--- src/rtl/instr_fetch_if.sv ---
// Instruction fetch interface: core-side request/response and the
// byte-wide program memory port, grouped so one bundle connects the stage.
interface instr_fetch_if #(
    parameter int ADDR_W = 8,
    parameter int NBYTES = 4
);
    logic [ADDR_W-1:0]   pc;
    logic                fetch_req;
    logic                flush;
    logic [ADDR_W-1:0]   mem_addr;
    logic                mem_rd;
    logic [7:0]          mem_rdata;
    logic [8*NBYTES-1:0] opbus;
    logic                instr_valid;
    logic                busy;
    logic [7:0]          miss_count;

    // Environment side: program counter, control and memory data source
    modport master (
        output pc, fetch_req, flush, mem_rdata,
        input  mem_addr, mem_rd, opbus, instr_valid, busy, miss_count
    );

    // Fetch stage side
    modport slave (
        input  pc, fetch_req, flush, mem_rdata,
        output mem_addr, mem_rd, opbus, instr_valid, busy, miss_count
    );
endinterface

--- src/rtl/instr_fetch.sv ---
// Instruction fetch stage: reads NBYTES consecutive program bytes for the
// requested pc, assembles them off to the side, and publishes the whole word
// on opbus at once. A one-entry tag lets a repeated pc complete with no
// memory traffic. All outputs are registered.
module instr_fetch #(
    parameter int ADDR_W  = 8,
    parameter int NBYTES  = 4,
    parameter int MEM_LAT = 1
) (
    input logic          clk,
    input logic          rst,
    instr_fetch_if.slave bus
);
    localparam int OP_W  = 8 * NBYTES;
    localparam int IDX_W = (NBYTES > 1) ? $clog2(NBYTES) : 1;
    localparam logic [IDX_W-1:0] LAST_IDX = IDX_W'(NBYTES - 1);

    typedef enum logic [1:0] {IDLE, ISSUE, DRAIN, VALID} state_t;

    state_t             state, state_nxt;
    logic [ADDR_W-1:0]  pc_q, pc_nxt;
    logic [ADDR_W-1:0]  tag, tag_nxt;
    logic               tag_valid, tag_valid_nxt;
    logic [ADDR_W-1:0]  mem_addr, mem_addr_nxt;
    logic               mem_rd, mem_rd_nxt;
    logic               instr_valid, instr_valid_nxt;
    logic               busy, busy_nxt;
    logic [IDX_W-1:0]   issue_idx, issue_idx_nxt;
    logic [IDX_W-1:0]   ret_idx, ret_idx_nxt;
    logic [MEM_LAT-1:0] ret_pipe, ret_pipe_nxt;
    logic [OP_W-1:0]    shadow, shadow_nxt;
    logic [OP_W-1:0]    opbus, opbus_nxt;
    logic [7:0]         miss_count, miss_count_nxt;
    logic               ret_now;
    logic               hit;

    // Register bank: all state advances on the rising edge, cleared asynchronously
    always_ff @(posedge clk or negedge rst) begin
        if (!rst) begin
            state       <= IDLE;
            pc_q        <= '0;
            tag         <= '0;
            tag_valid   <= 1'b0;
            mem_addr    <= '0;
            mem_rd      <= 1'b0;
            instr_valid <= 1'b0;
            busy        <= 1'b0;
            issue_idx   <= '0;
            ret_idx     <= '0;
            // Clearing the return pipe is what discards late bytes after reset.
            ret_pipe    <= '0;
            // NOTE: the shadow word is reset too; it is small, and a defined value keeps opbus free of X.
            shadow      <= '0;
            opbus       <= '0;
            miss_count  <= '0;
        end else begin
            // NOTE: non-blocking assignments so every register samples pre-edge values.
            state       <= state_nxt;
            pc_q        <= pc_nxt;
            tag         <= tag_nxt;
            tag_valid   <= tag_valid_nxt;
            mem_addr    <= mem_addr_nxt;
            mem_rd      <= mem_rd_nxt;
            instr_valid <= instr_valid_nxt;
            busy        <= busy_nxt;
            issue_idx   <= issue_idx_nxt;
            ret_idx     <= ret_idx_nxt;
            ret_pipe    <= ret_pipe_nxt;
            shadow      <= shadow_nxt;
            opbus       <= opbus_nxt;
            miss_count  <= miss_count_nxt;
        end
    end

    // Next-state and next-output logic for the fetch sequence
    always_comb begin
        // NOTE: every target is given its hold value first so no path can infer a latch.
        state_nxt       = state;
        pc_nxt          = pc_q;
        tag_nxt         = tag;
        tag_valid_nxt   = tag_valid;
        mem_addr_nxt    = mem_addr;
        mem_rd_nxt      = mem_rd;
        instr_valid_nxt = instr_valid;
        busy_nxt        = busy;
        issue_idx_nxt   = issue_idx;
        ret_idx_nxt     = ret_idx;
        shadow_nxt      = shadow;
        opbus_nxt       = opbus;
        miss_count_nxt  = miss_count;
        // Each read strobe travels MEM_LAT stages; the oldest stage marks a returning byte.
        ret_pipe_nxt    = MEM_LAT'({ret_pipe, mem_rd});
        ret_now         = ret_pipe[MEM_LAT-1];
        hit             = tag_valid && (bus.pc == tag);

        if (bus.flush) begin
            // Abort wins over everything, including a same-cycle request.
            state_nxt       = IDLE;
            instr_valid_nxt = 1'b0;
            busy_nxt        = 1'b0;
            mem_rd_nxt      = 1'b0;
            tag_valid_nxt   = 1'b0;
            ret_pipe_nxt    = '0;
        end else begin
            if (ret_now) begin
                shadow_nxt[ret_idx*8 +: 8] = bus.mem_rdata;
                ret_idx_nxt                = ret_idx + IDX_W'(1);
            end

            case (state)
                IDLE, VALID: begin
                    if (bus.fetch_req) begin
                        pc_nxt = bus.pc;
                        if (hit) begin
                            state_nxt       = VALID;
                            instr_valid_nxt = 1'b1;
                        end else begin
                            state_nxt       = ISSUE;
                            instr_valid_nxt = 1'b0;
                            busy_nxt        = 1'b1;
                            mem_rd_nxt      = 1'b1;
                            mem_addr_nxt    = bus.pc;
                            issue_idx_nxt   = '0;
                            ret_idx_nxt     = '0;
                        end
                    end
                end
                ISSUE: begin
                    if (issue_idx == LAST_IDX) begin
                        state_nxt  = DRAIN;
                        mem_rd_nxt = 1'b0;
                    end else begin
                        issue_idx_nxt = issue_idx + IDX_W'(1);
                        mem_addr_nxt  = mem_addr + ADDR_W'(1);
                    end
                end
                DRAIN: begin
                    // The last byte is merged on its way in, so opbus never shows a partial word.
                    if (ret_now && (ret_idx == LAST_IDX)) begin
                        state_nxt       = VALID;
                        opbus_nxt       = shadow_nxt;
                        instr_valid_nxt = 1'b1;
                        busy_nxt        = 1'b0;
                        tag_nxt         = pc_q;
                        tag_valid_nxt   = 1'b1;
                        miss_count_nxt  = miss_count + 8'd1;
                    end
                end
                default: state_nxt = IDLE;
            endcase
        end
    end

    assign bus.mem_addr    = mem_addr;
    assign bus.mem_rd      = mem_rd;
    assign bus.opbus       = opbus;
    assign bus.instr_valid = instr_valid;
    assign bus.busy        = busy;
    assign bus.miss_count  = miss_count;
endmodule
--- src/flat_wrapper.sv ---
// flat-port wrapper written by rule: the top's interface ports become plain ports
module instr_fetch_flat 
#(
    parameter int ADDR_W  = 8,
    parameter int NBYTES  = 4,
    parameter int MEM_LAT = 1
)
  (clk, rst, bus_pc, bus_fetch_req, bus_flush, bus_mem_rdata, bus_mem_addr, bus_mem_rd, bus_opbus, bus_instr_valid, bus_busy, bus_miss_count);
  instr_fetch_if #(.ADDR_W(ADDR_W), .NBYTES(NBYTES)) bus_i ();
  input logic clk;
  input logic rst;
  input wire logic [$bits(bus_i.pc)-1:0] bus_pc;
  input wire logic [$bits(bus_i.fetch_req)-1:0] bus_fetch_req;
  input wire logic [$bits(bus_i.flush)-1:0] bus_flush;
  input wire logic [$bits(bus_i.mem_rdata)-1:0] bus_mem_rdata;
  output wire logic [$bits(bus_i.mem_addr)-1:0] bus_mem_addr;
  output wire logic [$bits(bus_i.mem_rd)-1:0] bus_mem_rd;
  output wire logic [$bits(bus_i.opbus)-1:0] bus_opbus;
  output wire logic [$bits(bus_i.instr_valid)-1:0] bus_instr_valid;
  output wire logic [$bits(bus_i.busy)-1:0] bus_busy;
  output wire logic [$bits(bus_i.miss_count)-1:0] bus_miss_count;
  assign bus_i.pc = bus_pc;
  assign bus_i.fetch_req = bus_fetch_req;
  assign bus_i.flush = bus_flush;
  assign bus_i.mem_rdata = bus_mem_rdata;
  assign bus_mem_addr = bus_i.mem_addr;
  assign bus_mem_rd = bus_i.mem_rd;
  assign bus_opbus = bus_i.opbus;
  assign bus_instr_valid = bus_i.instr_valid;
  assign bus_busy = bus_i.busy;
  assign bus_miss_count = bus_i.miss_count;
  instr_fetch #(.ADDR_W(ADDR_W), .NBYTES(NBYTES), .MEM_LAT(MEM_LAT)) u_core (.clk(clk), .rst(rst), .bus(bus_i));
endmodule
--- config.mk ---
export PLATFORM = sky130hd
export DESIGN_NAME = instr_fetch_flat
export DESIGN_NICKNAME = d
export VERILOG_FILES = /design/src/rtl/instr_fetch_if.sv /design/src/rtl/instr_fetch.sv /design/src/flat_wrapper.sv
export SDC_FILE = /design/constraint.sdc
export NUM_CORES = 1
export LEC_CHECK = 0
export CORE_MARGIN = 3
export CORE_UTILIZATION = 58
export DETAILED_ROUTE_END_ITERATION = 8
export HOLD_SLACK_MARGIN = 0.05
export PLACE_DENSITY_LB_ADDON = 0.08
export SYNTH_ARGS = -nofsm -noshare
export SYNTH_HDL_FRONTEND = slang
export SYNTH_SLANG_ARGS = --single-unit
--- constraint.sdc ---
create_clock -name clk -period 6.05 [get_ports clk]
set_input_delay 1.21 -clock clk [delete_from_list [all_inputs] [get_ports clk]]
set_output_delay 1.21 -clock clk [all_outputs]
set_load 0.02 [all_outputs]
# --- Word level (Yosys, flattened, before mapping) ---
# Index checks and enable logic that the tools add are counted.
totals:
  register_bits: 107
  word_cells: 88
  out_inout_bits: 51
classes:
  shifts: 2
  add_sub_neg: 5
  n_eq_ne: 13
  n_mux: 36
  n_bitwise: 1
  n_reduce_logical: 17
op_table:
  columns: ["op", "n"]
  rows:
  - ["negator 5 -> 34 bit", 1]
  - ["variable shift 8 x 34 -> 32 bit (first input constant)", 1]
  - ["variable part select 8 x 34 -> 32 bit", 1]
  - ["bitwise mux 32 bit", 1]
  - ["two-way mux 32 bit", 1]
  - ["two-way mux 2 bit", 12]
  - ["two-way mux 8 bit", 3]
  - ["adder 8 x 1 -> 8 bit (second input constant)", 2]
  - ["one-hot mux 8 bit (2 select lines)", 1]
  - ["two-way mux 1 bit", 13]
  - ["AND reduction 3 bit", 4]
  - ["equality test 2 bit (second input constant)", 4]
  - ["equality test 8 bit", 1]
  - ["AND reduction 4 bit", 2]
  - ["inequality test 2 bit (second input constant)", 3]
  - ["inequality test 3 x 2 -> 1 bit (second input constant)", 2]
  - ["inequality test 3 bit (second input constant)", 2]
  - ["one-hot mux 1 bit (2 select lines)", 3]
  - ["one-hot mux 2 bit (3 select lines)", 1]
  - ["nonzero test 2 bit", 3]
  - ["nonzero test 3 bit", 2]
  - ["AND reduction 5 bit", 1]
  - ["adder 2 x 1 -> 2 bit (second input constant)", 2]
  - ["one-hot mux 2 bit (2 select lines)", 1]
  - ["other kinds (6)", 7]

# --- Logic depth before layout (Yosys ltp) ---
depth:
  ltp_word: 6
  mapped_depth: 10
  ltp_nobuf: 7

# --- Least setup slack after synthesis ---
# No wires, ideal clock.
synth_timing:
  path_kind: "in2reg"
  start: "in bus_flush"
  end: "reg u_core.mem_addr[2], in the netlist u_core.bus.mem_addr[2]"
  path_stages: 5
  t_required_ps: 5979
  slack_ps: 3506
  n_path_buf: 2
  arrival_time_ps: 2473
  path_cell_list: "clkbuf_1 > a2111o_1 > buf_6 > or4_1 > nand4_1"
synth_between:
  elab_chain_len: 2
synth_lines:
  columns: ["element", "line", "text"]
  rows:
  - ["start: declaration", "flat_wrapper.sv:14", "input wire logic [$bits(bus_i.flush)-1:0] bus_flush;"]
  - ["inverter 1 bit (no source line)", null, null]
  - ["AND reduction 5 bit (no source line)", null, null]
  - ["end signal: assignment", "instr_fetch.sv:62", "mem_addr <= mem_addr_nxt;"]
  - ["end: declaration", "instr_fetch.sv:24", "logic [ADDR_W-1:0] mem_addr, mem_addr_nxt;"]
# No other way between the ends.
# A chain may end at the register's enable or synchronous reset.

# --- Worst setup path in the final report ---
layout_timing:
  start: "in bus_flush"
  end: "reg u_core.miss_count[7], in the netlist u_core.bus.miss_count[7]"
layout_between:
  elab_chain_len: 2
layout_lines:
  columns: ["element", "line", "text"]
  rows:
  - ["inverter 1 bit (no source line)", null, null]
  - ["AND reduction 3 bit (no source line)", null, null]
  - ["end signal: assignment", "instr_fetch.sv:71", "miss_count <= miss_count_nxt;"]
  - ["end: declaration", "instr_fetch.sv:33", "logic [7:0] miss_count, miss_count_nxt;"]
# No other way between the ends.

==> flow_summary.yaml <==
outcome:
  status: "finished, final reports clean"
power:
  ir_drop_v: 0.000239
  power_per_cell_area_nw_per_um2: 370
  p_leak_nw: 2.50
  fin_total_pwr_mw: 2.03
yosys:
  synth-warning-count: 0
  synth_top_area_share_pct: 53.7
  synth-xor-area-share_pct: 3.04
  synth_top_family_by_area: "simple AND/OR/NAND/NOR gates"
  synthTopCellsByCount: "dfrtp_1, nand2_1, nor2_1"
  async_reset_ff_share_pct: 100
  muxShareOfSynthArea_pct: 0.461
  synth_area_leaders: "dfrtp_1, a22o_1, nand2_1"
  syn_inst: 458
  mappedNetlistNets: 488
  seq_area_frac_synth_pct: 53.7
  synth_compound_area_share_pct: 15.9
  ys_seq_elements: 99
  synth.distinct_cells: 45
  synth.most_common_cell: "dfrtp_1"
  syn_area_sq_um: 4610
  synth_top_area_cell: "dfrtp_1"
  synth_area_per_cell_sq_um: 10.1
  synth-simple-area-share_pct: 20.1
  synth_fa_ha_area_share_pct: 2.71
  ys.flop_type: "dfrtp_1"
  synth-edff-count: 0
placed_design:
  dp.cells: 593
  dp_slack_ns: 2.31
  numPortBuffers: 70
  routabilityCongestion: 0.838
  dpl.hpwl_um: 7140
  placed_area_sq_um: 5290
layout:
  postLayoutCellArea_sq_um: 5470
  nNetsFinal: 535
  diodes: 0
  drive_above_1_share_pct: 5.29
  utilization_pct: 73.1
  area_growth_pct: 18.7
  fin_cells: 609
drt:
  wirelength_um: 10300
  drc: 0
  wl_met1_um: 4470
  dr.pass1.iters: 5
  wl_met2_um: 5150
  antenna_left: 0
  wl_per_cell_um: 16.9
  drt_iter0_drc: 167
  drt-vias-per-instance: 5.90
  met3RoutedLength_um: 560
  routed.top_layer: "met4"
  dr_total_vias: 3592
clock_network:
  clkTransAtPathRegs_ns: 0.09
  clock_latency_ns: 0.36
  cts_resized: 0
  clock-sinks: 99
  cts_max_path_buffers: 2
  htreeDepth: 3
  cts-buffers-inserted: 9
  clock_tree.root_cell: "clkbuf_8"
  cts_setup_buffers: 0
  cts-hold-fix-buffers: 0
  cts_tree: "yes"
die:
  core_area_sq_um: 7490
  placementRows: 31
  die_h_um: 95.2
  die_w_um: 95.2
  initial_core_util_pct: 61.6
  io_pins: 71
  die_area_sq_um: 9060
critical_path:
  cp.arrival_ns: 3.64
  worstSetupPathType: "input port to register"
  critPathLaunchType: "input port"
  critical_path.max_fanout: 24
  critPathTopFamily: "simple AND/OR/NAND/NOR gates"
  crit_path_max_incr_delay_ns: 0.70
  slowest_stage: "clkdlybuf4s50_1"
  cp-end-kind: "register"
  cp_num_buf_inv: 2
  path_cells: "clkdlybuf4s50_1 -> and3b_1 -> nand2_1 -> buf_4 -> nor2_1 -> nand3_1 -> xnor2_1"
  critPathRequiredTime_ns: 6.30
timing:
  max_freq_mhz: 295
  hold_ws_ns: 0.483
  rsz0062_at_grt: "no"
  period_share_pct: 56.1
  relSlewSlack_pct: 40.9
  fin_worst_skew_ns: 0.0132
  finalSetupViolations: 0
  worst_slack_ns: 2.66
  fin_crit_ns: 3.39
  tightest_slew_ns: 0.886
  tns_ns: 0
  drv_slew: 0
  hold_viol: 0
hold_path:
  min_path_type: "register to register"
grt:
  grt_overflow: 0
  grt_first_pass_wirelength_um: 17100
  grtUsageTotal_pct: 24.1
  first_global_vias: 3523
  grt_max_degree: 52
  grt_antenna_before_repair: 0
run:
  drv_cap: 0
==> placed cells by master, fill, tap and decap left out, types with 5 or more instances in the layout <==
| cell type | instances |
|---|---|
| a21oi_1 | 13 |
| a221oi_1 | 24 |
| a22o_1 | 34 |
| and2_1 | 5 |
| and3_1 | 6 |
| clkbuf_8 | 10 |
| clkdlybuf4s50_1 | 69 |
| dfrtp_1 | 99 |
| ha_1 | 10 |
| inv_1 | 7 |
| nand2_1 | 71 |
| nand3_1 | 7 |
| nand4_1 | 7 |
| nor2_1 | 63 |
| nor2b_1 | 5 |
| o21ai_0 | 7 |
| o21ai_1 | 5 |
| xnor2_1 | 15 |
==> layout make-up <==
cell class | count | area, sq um
sequential | 99 | 2480
fill | 538 | 2010
multi-input combinational | 315 | 1950
timing repair buffer | 73 | 721
clock buffer | 11 | 141
tap | 99 | 124
clock inverter | 5 | 37.5
inverter | 7 | 26.3
==> flip-flops by register name (all words and copies together), names as in the netlist <==
name	flops
u_core.bus.mem_rd	1
u_core.shadow	24
u_core.bus.busy	1
u_core.pc_q	8
u_core.ret_idx	2
u_core.tag_valid	1
u_core.tag	8
u_core.bus.miss_count	8
u_core.ret_now	1
u_core.bus.mem_addr	8
u_core.bus.instr_valid	1
u_core.issue_idx	2
u_core.bus.opbus	32
u_core.state	2
==> layer usage <==
| layer | vias to the layer above | global-route usage, % |
|---|---|---|
| li1 | 1693 | - |
| met1 | 1770 | 32.2 |
| met2 | 120 | 40.8 |
| met3 | 9 | 4.89 |
| met4 | 0 | 5.41 |
| met5 | - | 0 |
==> power by group <==
group / leakage (nW) / switching (mW) / internal, mW / total [mW]
Clock: 0.0859 / 0.225 / 0.163 / 0.387
Combinational: 1.08 / 0.378 / 0.325 / 0.703
Sequential: 1.34 / 0.124 / 0.811 / 0.935
Total: 2.50 / 0.726 / 1.30 / 2.03
==> worst register-to-register path, stage by stage, from the launching register on <==
cell	delay [ns]
dfrtp_1	0.41
inv_1	0.06
ha_1	0.73
nor2_1	0.08
a2111o_1	0.58
nand2b_1	0.34
mux2_1	0.34
==> final timing paths <==
| check | start | end | slack, ns | depth (start not counted) |
|---|---|---|---|---|
| worst max register to register | u_core.state[1]$_DFFE_PN0P_ | u_core.bus.mem_addr[0]$_DFFE_PN0P_ | 3.41 | 6 |
| worst min register to register | u_core.pc_q[7]$_DFFE_PN0P_ | u_core.pc_q[7]$_DFFE_PN0P_ | 0.48 | 2 |
| worst min-delay path | u_core.pc_q[7]$_DFFE_PN0P_ | u_core.pc_q[7]$_DFFE_PN0P_ | 0.48 | 2 |
| max in group asynchronous | rst | u_core.ret_now$_DFF_PN0_ | 4.14 | 2 |
| worst max-delay path | bus_flush | u_core.bus.miss_count[7]$_DFFE_PN0P_ | 2.66 | 7 |
| min in group asynchronous | rst | u_core.bus.miss_count[7]$_DFFE_PN0P_ | 0.85 | 1 |
==> cells by family after synthesis <==
family                   count (synthesis)
flip-flops                              99
AO/OA/AOI/OAI                           95
multiplexers                             2
XOR/XNOR                                16
buffers and inverters                   44
adder cells (fa/ha/maj)                 10
AND/OR/NAND/NOR                        192
Note: power is estimated with default switching activity, not from simulation.
